$ cat src/rtl/rv_writeback_q_pkg.sv
// Shared definitions for the writeback stage: load/store function codes and
// the layout of one tag-queue entry.
package rv_writeback_q_pkg;

   localparam logic [2:0] LDST_B  = 3'b000;
   localparam logic [2:0] LDST_H  = 3'b001;
   localparam logic [2:0] LDST_L  = 3'b010;
   localparam logic [2:0] LDST_BU = 3'b100;
   localparam logic [2:0] LDST_HU = 3'b101;

   typedef struct packed {
      logic       is_load;
      logic [2:0] fun;
      logic [1:0] addr;
      logic [4:0] rd;
   } tag_t;

   localparam int TAG_W = $bits(tag_t);

   // Bits that take part in the WAW compare: only queued loads with matching rd.
   localparam tag_t WAW_MASK = '{is_load: 1'b1, fun: 3'b000, addr: 2'b00, rd: 5'h1f};

endpackage

$ cat src/rtl/rv_writeback_q_tag_fifo.sv
// In-order tag queue for outstanding memory ops; every slot is visible so the
// parent can search it for pending destination registers.
module rv_wb_tag_fifo #(
   parameter int DEPTH = 4,
   parameter int WIDTH = 11,
   localparam int PW = $clog2(DEPTH),
   localparam int CW = $clog2(DEPTH+1)
) (
   input  logic                        clk_i,
   input  logic                        rst_i,
   input  logic                        push_i,
   input  logic                        pop_i,
   input  logic [WIDTH-1:0]            data_i,
   output logic                        full_o,
   output logic                        empty_o,
   output logic [CW-1:0]               count_o,
   output logic [WIDTH-1:0]            head_o,
   output logic [DEPTH-1:0][WIDTH-1:0] entries_o,
   output logic [DEPTH-1:0]            valid_o
);

   logic [DEPTH-1:0][WIDTH-1:0] mem_q, mem_d;
   logic [PW-1:0]               wr_ptr_q, wr_ptr_d, rd_ptr_q, rd_ptr_d;
   logic [CW-1:0]               count_q, count_d;
   logic                        do_push, do_pop;
   logic [PW-1:0]               off;

   assign full_o    = (count_q == CW'(DEPTH));
   assign empty_o   = (count_q == '0);
   assign count_o   = count_q;
   assign head_o    = mem_q[rd_ptr_q];
   assign entries_o = mem_q;

   // A pop in the same cycle never makes room for a push into a full queue.
   assign do_push = push_i & ~full_o;
   assign do_pop  = pop_i & ~empty_o;

   always_comb begin
      mem_d    = mem_q;
      wr_ptr_d = wr_ptr_q;
      rd_ptr_d = rd_ptr_q;
      if (do_push) begin
         mem_d[wr_ptr_q] = data_i;
         wr_ptr_d        = wr_ptr_q + 1'b1;
      end
      if (do_pop) begin
         rd_ptr_d = rd_ptr_q + 1'b1;
      end
      count_d = count_q + CW'(do_push) - CW'(do_pop);
   end

   always_comb begin
      valid_o = '0;
      off     = '0;
      for (int i = 0; i < DEPTH; i++) begin
         off        = PW'(i) - rd_ptr_q;
         valid_o[i] = (CW'(off) < count_q);
      end
   end

   always_ff @(posedge clk_i or posedge rst_i) begin
      if (rst_i) begin
         mem_q    <= '0;
         wr_ptr_q <= '0;
         rd_ptr_q <= '0;
         count_q  <= '0;
      end else begin
         mem_q    <= mem_d;
         wr_ptr_q <= wr_ptr_d;
         rd_ptr_q <= rd_ptr_d;
         count_q  <= count_d;
      end
   end

endmodule

$ cat src/rtl/rv_writeback_q.sv
// Writeback stage: retires memory responses in issue order, extracts load data
// and shares the single register-file write port with ALU results.
module rv_writeback_q
   import rv_writeback_q_pkg::*;
#(
   parameter int DEPTH = 4
) (
   input  logic                         clk_i,
   input  logic                         rst_i,
   input  logic                         w_stall_i,
   output logic                         w_stall_req_o,
   input  logic                         x_valid_i,
   input  logic                         x_load_i,
   input  logic                         x_store_i,
   input  logic                         x_fence_i,
   input  logic [2:0]                   x_fun_i,
   input  logic [1:0]                   x_dm_addr_i,
   input  logic [4:0]                   x_rd_i,
   input  logic [31:0]                  x_rd_value_i,
   input  logic                         x_rd_write_i,
   input  logic [31:0]                  dm_data_l_i,
   input  logic                         dm_load_done_i,
   input  logic                         dm_store_done_i,
   output logic [31:0]                  rf_rd_value_o,
   output logic [4:0]                   rf_rd_o,
   output logic                         rf_rd_write_o,
   output logic [$clog2(DEPTH+1)-1:0]   pending_o,
   output logic                         err_o
);

   localparam int CW = $clog2(DEPTH+1);

   tag_t                        head, push_tag, waw_key;
   logic [TAG_W-1:0]            head_bits;
   logic [DEPTH-1:0][TAG_W-1:0] entries;
   logic [DEPTH-1:0]            valid;
   logic                        full, empty;
   logic [CW-1:0]               count;
   logic                        is_mem, resp, resp_err, load_ret, store_ret, pop, push;
   logic                        accept, waw_hit, stall_req, alu_write;
   logic [7:0]                  ld_byte;
   logic [15:0]                 ld_half;
   logic [31:0]                 ld_value;
   logic                        err_q, err_d;

   assign head      = tag_t'(head_bits);
   assign push_tag  = '{is_load: x_load_i, fun: x_fun_i, addr: x_dm_addr_i, rd: x_rd_i};
   assign waw_key   = '{is_load: 1'b1, fun: 3'b000, addr: 2'b00, rd: x_rd_i};
   assign pending_o = count;
   assign err_o     = err_q;

   rv_wb_tag_fifo #(.DEPTH(DEPTH), .WIDTH(TAG_W)) u_tag_fifo (
      .clk_i     (clk_i),
      .rst_i     (rst_i),
      .push_i    (push),
      .pop_i     (pop),
      .data_i    (push_tag),
      .full_o    (full),
      .empty_o   (empty),
      .count_o   (count),
      .head_o    (head_bits),
      .entries_o (entries),
      .valid_o   (valid)
   );

   // A response that does not match the head (or arrives with nothing queued) is dropped.
   always_comb begin
      resp      = dm_load_done_i | dm_store_done_i;
      load_ret  = dm_load_done_i & ~dm_store_done_i & ~empty & head.is_load;
      store_ret = dm_store_done_i & ~dm_load_done_i & ~empty & ~head.is_load;
      pop       = load_ret | store_ret;
      resp_err  = resp & ~pop;
      err_d     = err_q | resp_err;
   end

   always_comb begin
      waw_hit = 1'b0;
      for (int i = 0; i < DEPTH; i++) begin
         if (valid[i] && (((entries[i] ^ waw_key) & WAW_MASK) == '0)) begin
            waw_hit = 1'b1;
         end
      end
   end

   always_comb begin
      is_mem    = x_load_i | x_store_i;
      stall_req = x_valid_i & ~rst_i &
                  ((is_mem & full) |
                   (x_rd_write_i & load_ret) |
                   (x_rd_write_i & (x_rd_i != 5'd0) & waw_hit) |
                   (x_fence_i & ~empty));
      accept    = x_valid_i & ~w_stall_i & ~stall_req;
      push      = accept & is_mem;
      alu_write = accept & x_rd_write_i & ~load_ret & (x_rd_i != 5'd0);
   end

   always_comb begin
      ld_byte  = 8'h00;
      ld_value = 32'h0;
      case (head.addr)
         2'd0:    ld_byte = dm_data_l_i[7:0];
         2'd1:    ld_byte = dm_data_l_i[15:8];
         2'd2:    ld_byte = dm_data_l_i[23:16];
         default: ld_byte = dm_data_l_i[31:24];
      endcase
      ld_half = head.addr[1] ? dm_data_l_i[31:16] : dm_data_l_i[15:0];
      case (head.fun)
         LDST_B:  ld_value = {{24{ld_byte[7]}}, ld_byte};
         LDST_BU: ld_value = {24'h0, ld_byte};
         LDST_H:  ld_value = {{16{ld_half[15]}}, ld_half};
         LDST_HU: ld_value = {16'h0, ld_half};
         LDST_L:  ld_value = dm_data_l_i;
         default: ld_value = 32'h0;
      endcase
   end

   // Load returns own the write port; the ALU gets it only when no load retires.
   always_comb begin
      rf_rd_write_o = 1'b0;
      rf_rd_o       = 5'd0;
      rf_rd_value_o = 32'h0;
      if (!rst_i) begin
         if (load_ret) begin
            rf_rd_write_o = (head.rd != 5'd0);
            rf_rd_o       = head.rd;
            rf_rd_value_o = ld_value;
         end else if (alu_write) begin
            rf_rd_write_o = 1'b1;
            rf_rd_o       = x_rd_i;
            rf_rd_value_o = x_rd_value_i;
         end
      end
   end

   assign w_stall_req_o = stall_req;

   always_ff @(posedge clk_i or posedge rst_i) begin
      if (rst_i) begin
         err_q <= 1'b0;
      end else begin
         err_q <= err_d;
      end
   end

endmodule

$ cat config.mk
export PLATFORM = sky130hd
export DESIGN_NAME = rv_writeback_q
export DESIGN_NICKNAME = d
export VERILOG_FILES = /design/src/rtl/rv_writeback_q_pkg.sv /design/src/rtl/rv_writeback_q_tag_fifo.sv /design/src/rtl/rv_writeback_q.sv
export SDC_FILE = /design/constraint.sdc
export NUM_CORES = 1
export LEC_CHECK = 0
export ABC_AREA = 1
export ABC_CLOCK_PERIOD_IN_PS = 3600
export BUFFER_PORTS_ARGS = -buffer_cell sky130_fd_sc_hd__buf_4
export CAP_MARGIN = 20
export CORE_MARGIN = 4
export CORE_UTILIZATION = 30
export CTS_BUF_LIST = sky130_fd_sc_hd__clkbuf_4 sky130_fd_sc_hd__clkbuf_8 sky130_fd_sc_hd__clkbuf_16
export DETAILED_ROUTE_END_ITERATION = 10
export HOLD_SLACK_MARGIN = 0.12
export SYNTH_ARGS = -nofsm -noshare
export SYNTH_HDL_FRONTEND = slang
export SYNTH_SLANG_ARGS = --single-unit
$ cat constraint.sdc
create_clock -name clk_i -period 3.6 [get_ports clk_i]
set_input_delay 0.36 -clock clk_i [delete_from_list [all_inputs] [get_ports clk_i]]
set_output_delay 0.36 -clock clk_i [all_outputs]
set_load 0.01 [all_outputs]
Yosys cells after proc, flatten, opt, wreduce, memory -nomap -nowiden
Index checks and enable logic that the tools add are counted.
Word-level totals
  output and inout port bits: 43
  flip-flop bits (word level): 52
  input bits: 84
  word-level logic and storage cells: 108
Operators by class
  equal/unequal tests: 7
  $add $sub $neg: 8
  magnitude comparators: 7
  reductions and logical operators: 14
  bitwise gates (word level): 43
  muxes and demuxes: 21
Operators with widths (count)
  $pmux 32 s5: 1
  $mux 32: 3
  $bwmux 44: 1
  $logic_not 11->1: 4
  $xor 11x11->11: 4
  $pmux 8 s3: 1
  $and 1x1->1: 22
  $bmux 11 s2: 1
  $demux 11 s2: 1
  $mux 11: 2
  $mux 16: 1
  $mux 5: 3
  $lt 2x3->1: 4
  $not 1->1: 10
  $reduce_bool 5->1: 2
  $eq 3x3->1 const B: 3
  $mux 1: 7
  $or 1x1->1: 7
  $logic_not 3->1: 2
  $lt 2x3->1 const B: 2
  $logic_and 1x1->1: 5
  $add 2x1->2 const B: 2
  $sub 1x2->2 const A: 2
  $sub 2x2->2 const A: 2
  other kinds (8): 8

Logic depth before layout (Yosys ltp)
Gate-level depths: netlist (run 1).
  depth after elaboration: 19
  mapped depth: 21
  depth with buffers taken out: 19

Cells and area by module
Synthesis (run 1) repeated with hierarchy kept, for this count alone.
Unflattened totals
  cell total of the unflattened synthesis: 692
  area, all modules: 4636.9 um^2
By module, submodules not included
  rv_wb_tag_fifo: seq. area each 1276.2 um^2, area an instance 2651.3 um^2, cells each 327, times used 1
  rv_writeback_q: seq. area each 25.0 um^2, area an instance 1985.7 um^2, cells each 365, times used 1

Worst setup path after synthesis (run 1)
OpenSTA, ideal clock, no wires.
  path kind: reg-to-reg
  from: register u_tag_fifo.rd_ptr_q[0]
  to: register u_tag_fifo.count_q[2], in the netlist u_tag_fifo.count_o[2]
  buffers on the path: 2
  library setup time: 122 ps
  required time: 3478 ps
  clock period less this slack: 2825 ps
  cell stages (with the launch flop): 22
  setup slack: 775 ps
  data arrival time: 2703 ps
  cells stage by stage: dfrtp_1 > buf_6 > nand2_2 > inv_2 > nor2_1 > inv_1 > ha_1 > a21oi_1 > nor2_1 > nor2_1 > nor2_1 > nand2_1 > nand2_1 > nand2_1 > a21oi_2 > buf_4 > nand2_1 > inv_1 > ha_1 > inv_1 > fa_1 > xor2_1
On the way
  cells in the longest elaborated chain, start to end: 17
  elaborated cells on any way between the ends: 35
  those cells by class: add/sub (6); order compare (4); mux (6); bitwise (15); reduce/logical (4)
RTL lines
  start: declaration: line rv_writeback_q_tag_fifo.sv:23  | logic [PW-1:0] wr_ptr_q, wr_ptr_d, rd_ptr_q, rd_ptr_d;
  start signal: assignment: line rv_writeback_q_tag_fifo.sv:70  | rd_ptr_q <= rd_ptr_d;
  $sub 1x2->2: line rv_writeback_q_tag_fifo.sv:56  | off = PW'(i) - rd_ptr_q;
  $lt 2x3->1: line rv_writeback_q_tag_fifo.sv:57  | valid_o[i] = (CW'(off) < count_q);
  $logic_and 1x1->1: line rv_writeback_q.sv:79  | if (valid[i] && (((entries[i] ^ waw_key) & WAW_MASK) == '0)) begin
  $mux 1 (4 in a row): line rv_writeback_q.sv:79
  $and 1x1->1: line rv_writeback_q.sv:90  | (x_rd_write_i & (x_rd_i != 5'd0) & waw_hit) |
  $or 1x1->1 (*): line rv_writeback_q.sv:89  | (x_rd_write_i & load_ret) |
  $or 1x1->1 (*): line rv_writeback_q.sv:90
  $and 1x1->1 (*): line rv_writeback_q.sv:87  | stall_req = x_valid_i & ~rst_i &
  $not 1->1 (*): line rv_writeback_q.sv:92  | accept = x_valid_i & ~w_stall_i & ~stall_req;
  $and 1x1->1 (*): line rv_writeback_q.sv:92
  $and 1x1->1 (*): line rv_writeback_q.sv:93  | push = accept & is_mem;
  $and 1x1->1 (*): line rv_writeback_q_tag_fifo.sv:35  | assign do_push = push_i & ~full_o;
  named net u_tag_fifo.do_push: line rv_writeback_q_tag_fifo.sv:25  | logic do_push, do_pop;
  $add 3x1->3 (*): line rv_writeback_q_tag_fifo.sv:49  | count_d = count_q + CW'(do_push) - CW'(do_pop);
  $sub 3x1->3 (*): line rv_writeback_q_tag_fifo.sv:49
  named net u_tag_fifo.count_d[2]: line rv_writeback_q_tag_fifo.sv:24  | logic [CW-1:0] count_q, count_d;
  end signal: assignment: line rv_writeback_q_tag_fifo.sv:71  | count_q <= count_d;
  end: declaration: line rv_writeback_q_tag_fifo.sv:24
Mark *: on every way through the listed nets, which the timed path passes. The rest lies on a longest branch. The select of a mux whose other input is x is not followed.
A chain may end at the register's enable or synchronous reset.

Worst setup path in the final report (run 1)
  from: register u_tag_fifo.rd_ptr_q[0]
  to: output port rf_rd_write_o
On the way
  cells in the longest elaborated chain, start to end: 19
  elaborated cells on any way between the ends: 35
  those cells by class: add/sub (4); order compare (4); mux (9); bitwise (13); reduce/logical (5)
RTL lines
  $sub 1x2->2: line rv_writeback_q_tag_fifo.sv:56
  $lt 2x3->1: line rv_writeback_q_tag_fifo.sv:57
  $logic_and 1x1->1: line rv_writeback_q.sv:79
  $mux 1 (4 in a row): line rv_writeback_q.sv:79
  $and 1x1->1: line rv_writeback_q.sv:90
  $or 1x1->1: line rv_writeback_q.sv:89
  $or 1x1->1: line rv_writeback_q.sv:90
  $and 1x1->1: line rv_writeback_q.sv:87
  $not 1->1: line rv_writeback_q.sv:92
  $and 1x1->1: line rv_writeback_q.sv:92
  $and 1x1->1 (3 in a row): line rv_writeback_q.sv:94  | alu_write = accept & x_rd_write_i & ~load_ret & (x_rd_i != 5'd0);
  $mux 1: line rv_writeback_q.sv:127  | end else if (alu_write) begin
  $mux 1 (*): line rv_writeback_q.sv:123  | if (load_ret) begin
  $mux 1 (*): line rv_writeback_q.sv:122  | if (!rst_i) begin
  end: declaration: line rv_writeback_q.sv:26  | output logic rf_rd_write_o,
Mark *: on every way between the ends. The rest lies on a longest branch, timed or not. The select of a mux whose other input is x is not followed.

==> results of run 1 <==
## power groups by stage
stage	Combinational, W	Sequential (W)	Clock [W]
floorplan	0.00257	0.00105	0
global placement	0.00335	0.00115	0
detailed placement	0.00339	0.00114	0
CTS	0.00340	0.00113	0.000577
global route	0.00383	0.00117	0.000598
finish	0.00344	0.00114	0.000570
## registers in the layout, indices dropped and copies added, names as in the netlist
| register | flops |
|---|---|
| u_tag_fifo.rd_ptr_q | 2 |
| u_tag_fifo.entries_o | 44 |
| u_tag_fifo.wr_ptr_q | 2 |
| err_o | 1 |
| u_tag_fifo.count_o | 3 |
## worst register-to-register path: stages (launching register included)
cell and delay (ns):
dfrtp_1 0.54, nand2_2 0.27, inv_2 0.10, nor2_1 0.16
inv_1 0.08, ha_1 0.28, a21oi_1 0.06, nor2_1 0.08
nor2_1 0.05, nor2_1 0.08, nand2_1 0.06, nand2_1 0.05
nand2_1 0.10, nand2_2 0.10, buf_12 0.20, nand4_1 0.51
nand2_1 0.21, nand2_1 0.08
## metal layers
| layer | vias up | track usage | share of wire | routed length (µm) |
|---|---|---|---|---|
| met5 | - | 0 | 0 | 0 |
| met4 | 0 | 0.0536 | 0.022 | 424 |
| met3 | 32 | 0.0338 | 0.079 | 1530 |
| met2 | 231 | 0.296 | 0.45 | 8660 |
| met1 | 2829 | 0.280 | 0.45 | 8820 |
| li1 | 2906 | - | - | - |
## cell type report
class	count	area share
sequential	52	0.205
inverter	72	0.0433
clock inverter	3	0.00729
multi-input combinational	618	0.512
tap	220	0.0433
clock buffer	5	0.0197
timing repair buffer	142	0.170
## path summary, 6_finish.rpt
check                                                         from                                    to  slack [ns]
worst max-delay path            u_tag_fifo.rd_ptr_q[0]$_DFFE_PP0P_                         rf_rd_write_o        0.23
worst min-delay path                                         rst_i  u_tag_fifo.entries_o[35]$_DFFE_PP0P_        0.20
worst max register to register  u_tag_fifo.rd_ptr_q[0]$_DFFE_PP0P_   u_tag_fifo.entries_o[5]$_DFFE_PP0P_        0.49
worst min register to register                     err_o$_DFF_PP0_                       err_o$_DFF_PP0_        0.48
max in group asynchronous                                    rst_i  u_tag_fifo.entries_o[29]$_DFFE_PP0P_        2.53
min in group clk_i                                      x_fun_i[0]  u_tag_fifo.entries_o[18]$_DFFE_PP0P_        0.33
## stage by stage
stage          area, µm²  instances  setup WS [ns]  total power [W]  utilization
6_report            6350       1112          0.225          0.00515        0.380
3_3_place_gp        6180       1104          0.602          0.00450        0.370
4_1_cts             6350       1112          0.258          0.00511        0.380
3_5_place_dp        6180       1104          0.530          0.00452        0.370
2_1_floorplan       5140        805          0.775          0.00361            -
5_1_grt             6350       1112        0.00190          0.00560        0.380
## cell usage in the layout, fill, tap and decap left out, types with 2 or more instances in the layout
cell type  netlist  layout
o21ai_0         18      18
nor2_4           2       2
inv_4            2       2
nand4_1        126     126
a21oi_1         47      47
buf_4            6     141
nand3_4          3       3
inv_1           61      60
o221ai_1         2       2
o211ai_1         6       6
or2_2            2       2
nand3b_1        39      39
a21oi_2          3       2
clkbuf_16        0       5
a22oi_1          3       3
a22oi_2          2       2
nand3_1         12      12
nand2_1        263     263
inv_2            9      10
nor2_2           1       3
nor3_1           2       2
o22ai_1          4       4
nor2_8           2       2
ha_1            10      10
nand2_2          6       6
o21ai_2          2       2
dfrtp_1         52      52
xor2_1           2       2
nor2_1          52      50
a221oi_1         2       2
## cell families after synthesis
logic type                 count (synthesis)
xor gates and xnor gates                   3
and+or+nand+nor                          512
AOI/OAI and AO/OA                         92
DFF                                       52
adders and majority gates                 11
buffers and inverters                    135
==> flow_metrics.tcl, run 1 <==
set metrics [dict create \
    synth_area_leaders "dfrtp_1 25%, nand2_1 19%, nand4_1 15%" \
    power.share.clock 0.111 \
    worstPathBufferInverterCount 4 \
    netlist_area_mm2 0.00514 \
    fillers 1819 \
    drv_cap 0 \
    synthArstFlopShare 1.00 \
    avgViaCountPerCell 5.39 \
    swShare 0.544 \
    hold_violations 0 \
    critPathArrivalTime_ns 3.01 \
    cts_resized 0 \
    drive_gt1_frac 0.211 \
    gp_congestion 0.898 \
    tightest_slew_ns 0.657 \
    synth_edf_count 0 \
    finalSetupViolations 0 \
    hp-class "input port to asynchronous set/reset pin" \
    synth-seq-cells 52 \
    cp-start-kind "flip-flop" \
    totalWireLength_um 19400 \
    synth_commonest_cells "263 x nand2_1, 126 x nand4_1, 61 x inv_1" \
    yosys_warnings 0 \
    cts.sink_count 52 \
    synth_top_family_by_area "simple AND/OR/NAND/NOR gates" \
    synth_nets 900 \
    cellPowerDensity_mw_per_mm2 811 \
    crit_family "simple AND/OR/NAND/NOR gates" \
    skew_ns 0.00681 \
    post-route-period-util 0.937 \
    setup_tns_ns 0 \
    seq_area_mm2 0.00130 \
    slew_viol_final 0 \
    start_util 0.308 \
    vias 5998 \
    holdWs_ns 0.202 \
    yosys.area.top_type_share 0.253 \
    ant_nets 0 \
    io_pins 127 \
    antennaDiodeCount 0 \
    vdd_drop_max_uv 444 \
    wl_per_cell_um 17.5 \
    die_y_um 139 \
    r2r_cells 17 \
    core_mm2 0.0167 \
    cts-root-buf "clkbuf_16" \
    cts_hold_buf 0 \
    gr-total-overflow 0 \
    clock_tree.buffer_depth 2 \
    cts_buffers 5 \
    dieWidth_um 139 \
    critical_path.cell_chain "nand2_2 > inv_2 > nor2_1 > inv_1 > ha_1 > a21oi_1 > nor2_1 > nor2_1 > nor2_1 > nand2_1 > nand2_1 > nand2_1 > a21oi_4 > buf_4 > nand2_1 > a21oi_1 > buf_4" \
    grt_max_degree 51 \
    crit_type "flip-flop to output port" \
    path_depth 17 \
    rows 47 \
    cts_htree_levels 2 \
    initialDrtViolationCount 743 \
    power.switching_w 0.00280 \
    synth_cell_types 40 \
    synth-compound-area-share 0.105 \
    drcViolationCount 0 \
    multi_input_area_mm2 0.00325 \
    first_global_vias 5639 \
    slew_headroom 0.561 \
    cts_tree "done" \
    drt-pass1-iter-count 5 \
    comb_power_share 0.669 \
    synth_flop_cell "dfrtp_1" \
    synth_fa_ha_area_frac 0.0282 \
    io_buffers 126 \
    die-area_mm2 0.0193 \
    insertion_delay_ns 0.30 \
    status "completed" \
    slowest_stage "dfrtp_1" \
    period_needed_ns 3.37 \
    synth.area.mux_share 0 \
    cp_max_fo 19 \
    grt_pass1_wl_um 30800 \
    p_int_w 0.00235 \
    antenna_found_initial 0 \
    synthSimpleGateAreaFrac 0.490 \
    synth_cells 805 \
    synthXorXnorAreaFrac 0.00511 \
    grt_usage 0.193 \
    synth_top_cell_by_area "dfrtp_1" \
    hpwlAfterDp_um 14100 \
    yosysMostFrequentCell "nand2_1" \
    worst_ep_required_time_ns 3.24 \
    slowest_delay_ns 0.54 \
    clk_pin_slew_ns 0.07 \
    syn_area_per_cell_um2 6.39 \
    max_clock_freq_ghz 0.296 \
    rsz0062_at_grt "false" \
    p_leak_nw 3.23 \
    seq_area_frac_synth 0.253 \
    p_seq_frac 0.221 \
    critical_path.endpoint_type "output port" \
    post_cts_buffers 0 \
    syn_to_final_growth_pct 23.4 \
    final_nets 986 \
]
Note: power is estimated with default switching activity, not from simulation.
==> inputs of run 2 (changes only) <==
--- a/config.mk
+++ b/config.mk
@@ -13,7 +13,9 @@
 export CORE_UTILIZATION = 30
 export CTS_BUF_LIST = sky130_fd_sc_hd__clkbuf_4 sky130_fd_sc_hd__clkbuf_8 sky130_fd_sc_hd__clkbuf_16
 export DETAILED_ROUTE_END_ITERATION = 10
+export GPL_ROUTABILITY_DRIVEN = 0
 export HOLD_SLACK_MARGIN = 0.12
+export MAX_ROUTING_LAYER = met4
 export SYNTH_ARGS = -nofsm -noshare
 export SYNTH_HDL_FRONTEND = slang
 export SYNTH_SLANG_ARGS = --single-unit
==> run 2 against run 1 <==
  * Design area grew 0.69%
  * Combinational power grew 1%
  * Non-clock buffer count grew 4
  * Clock skew increased by 0.00068 ns
  * Worst setup slack worse by 0.0028 ns
  * Clock-buffer cell count did not move
  * Critical path type unchanged
  * Highest routed layer unchanged
==> flow_metrics.tcl, run 2 (same netlist as run 1, synthesis figures left out) <==
set metrics [dict create \
    totalWireLength_um 19300 \
    finalSetupViolations 0 \
    worst_ep_required_time_ns 3.24 \
    cellPowerDensity_mw_per_mm2 815 \
    seq_area_mm2 0.00130 \
    crit_type "flip-flop to output port" \
    critPathArrivalTime_ns 3.02 \
    drcViolationCount 0 \
    post-route-period-util 0.938 \
    cts_buffers 5 \
    fin_area_mm2 0.00639 \
    clk_pin_slew_ns 0.07 \
    period_needed_ns 3.38 \
    skew_ns 0.00749 \
    status "completed" \
    drive_gt1_frac 0.215 \
    cts_hold_buf 0 \
    initialDrtViolationCount 653 \
    tightest_slew_ns 0.678 \
    vdd_drop_max_uv 454 \
    critical_path.endpoint_type "output port" \
    drv_cap 0 \
    dieWidth_um 139 \
    fillers 1837 \
    r2r-end "u_tag_fifo.count_o[2]$_DFF_PP0_" \
    grt_usage 0.196 \
    hold_violations 0 \
    start_util 0.308 \
    ant_nets 0 \
    insertion_delay_ns 0.30 \
    r2r-start "u_tag_fifo.rd_ptr_q[1]$_DFFE_PP0P_" \
    slowest_stage "dfrtp_1" \
    cts.sink_count 52 \
    avgViaCountPerCell 5.40 \
    p_leak_nw 3.26 \
    placedInstanceArea_mm2 0.00618 \
    die_y_um 139 \
    drt-pass1-iter-count 5 \
    die-area_mm2 0.0193 \
    cp_max_fo 18 \
    cp-start-kind "flip-flop" \
    io_buffers 126 \
    io_pins 127 \
    rows 47 \
    mostFrequentLayoutCells "263 x nand2_1, 145 x buf_4, 126 x nand4_1" \
    clock_tree.buffer_depth 2 \
    worstPathBufferInverterCount 4 \
    max_clock_freq_ghz 0.296 \
    cts_tree "done" \
    slowest_delay_ns 0.51 \
    rsz0062_at_grt "false" \
    antennaDiodeCount 0 \
    antenna_found_initial 0 \
    reg2reg_slack_ns 0.47 \
    setup_tns_ns 0 \
    slew_headroom 0.548 \
    multi_input_area_mm2 0.00326 \
    layout_commonest_cell "nand2_1" \
    wl_per_cell_um 17.3 \
    syn_to_final_growth_pct 24.3 \
    hpwlAfterDp_um 14000 \
    hp-class "input port to asynchronous set/reset pin" \
    largest_reg_flops 44 \
    slew_viol_final 0 \
    first_global_vias 5443 \
    crit_family "simple AND/OR/NAND/NOR gates" \
    r2r_cells 19 \
    gr-total-overflow 0 \
    cts_htree_levels 2 \
    cts-root-buf "clkbuf_16" \
    grt_pass1_wl_um 30200 \
    critical_path.cell_chain "nand2_4 > inv_2 > nor2_1 > inv_1 > ha_1 > a21oi_1 > nor2_1 > nor2_1 > nor2_1 > nand2_1 > nand2_1 > nand2_1 > a21oi_4 > buf_4 > nand2_1 > a21oi_1 > buf_4" \
    vias 6030 \
    grt_max_degree 52 \
    core_mm2 0.0167 \
    final_nets 990 \
]
## run 2: repair_timing
item | 4_1_cts | 5_1_grt
buffers inserted | 0 | 4
resized for setup | 0 | 5
endpoints found under the setup margin | 0 | 32
endpoints found under the hold margin | 0 | 0
## run 2: area by class of cell
class	count	area share
repair buffers	146	0.173
clock inverters	3	0.00724
multi-input cells	618	0.510
flip-flops and latches	52	0.204
well taps	220	0.0431
clock buffers	5	0.0196
inverters	72	0.0434
## run 2: how the worst max path moves through the flow
stage | from | endpoint | slack, ns | cells after the start
2_1_floorplan | u_tag_fifo.rd_ptr_q[0]$_DFFE_PP0P_ | u_tag_fifo.count_o[2]$_DFF_PP0_ | 0.78 | 21
3_3_place_gp | u_tag_fifo.rd_ptr_q[0]$_DFFE_PP0P_ | u_tag_fifo.entries_o[5]$_DFFE_PP0P_ | 0.43 | 17
3_5_place_dp | u_tag_fifo.rd_ptr_q[0]$_DFFE_PP0P_ | u_tag_fifo.entries_o[7]$_DFFE_PP0P_ | 0.35 | 17
4_1_cts | u_tag_fifo.rd_ptr_q[0]$_DFFE_PP0P_ | rf_rd_o[2] | 0.08 | 17
5_1_grt | u_tag_fifo.rd_ptr_q[1]$_DFFE_PP0P_ | rf_rd_value_o[6] | 0.03 | 17
6_report | u_tag_fifo.rd_ptr_q[1]$_DFFE_PP0P_ | rf_rd_write_o | 0.22 | 17
## run 2: routing by layer
layer  track usage  routed length [µm]
met1         0.273                8490
met2         0.293                8570
met3        0.0407                1830
met4        0.0427                 397
met5             -                   0
## run 2: report_power, final
group	internal (W)	leakage, nW	switching, W
Combinational	0.00120	2.52	0.00229
Clock	0.000333	0.0857	0.000242
Sequential	0.000859	0.650	0.000285
Total	0.00239	3.26	0.00282
## run 2: worst register-to-register path: stages, from the launching register on
cell and delay (ns):
dfrtp_1 0.51, nand2_4 0.19, inv_2 0.09, nor2_1 0.16, inv_1 0.08, ha_1 0.29, a21oi_1 0.07, nor2_1 0.08
nor2_1 0.05, nor2_1 0.08, nand2_1 0.06, nand2_1 0.06, nand2_1 0.12, a21oi_4 0.18, nand2_1 0.18, inv_1 0.10
ha_1 0.14, inv_1 0.04, fa_1 0.37, xor2_1 0.17
## run 2: through the flow
step                hold WS (ns)  setup WS [ns]   util  std cells  power (W)
global placement           0.464          0.426  0.370       1104    0.00450
CTS                        0.156         0.0781  0.380       1112    0.00510
detailed placement         0.470          0.348  0.370       1104    0.00452
global route               0.174         0.0324  0.383       1116    0.00566
finish                     0.161          0.223  0.383       1116    0.00521
floorplan                  0.449          0.775      -        805    0.00361
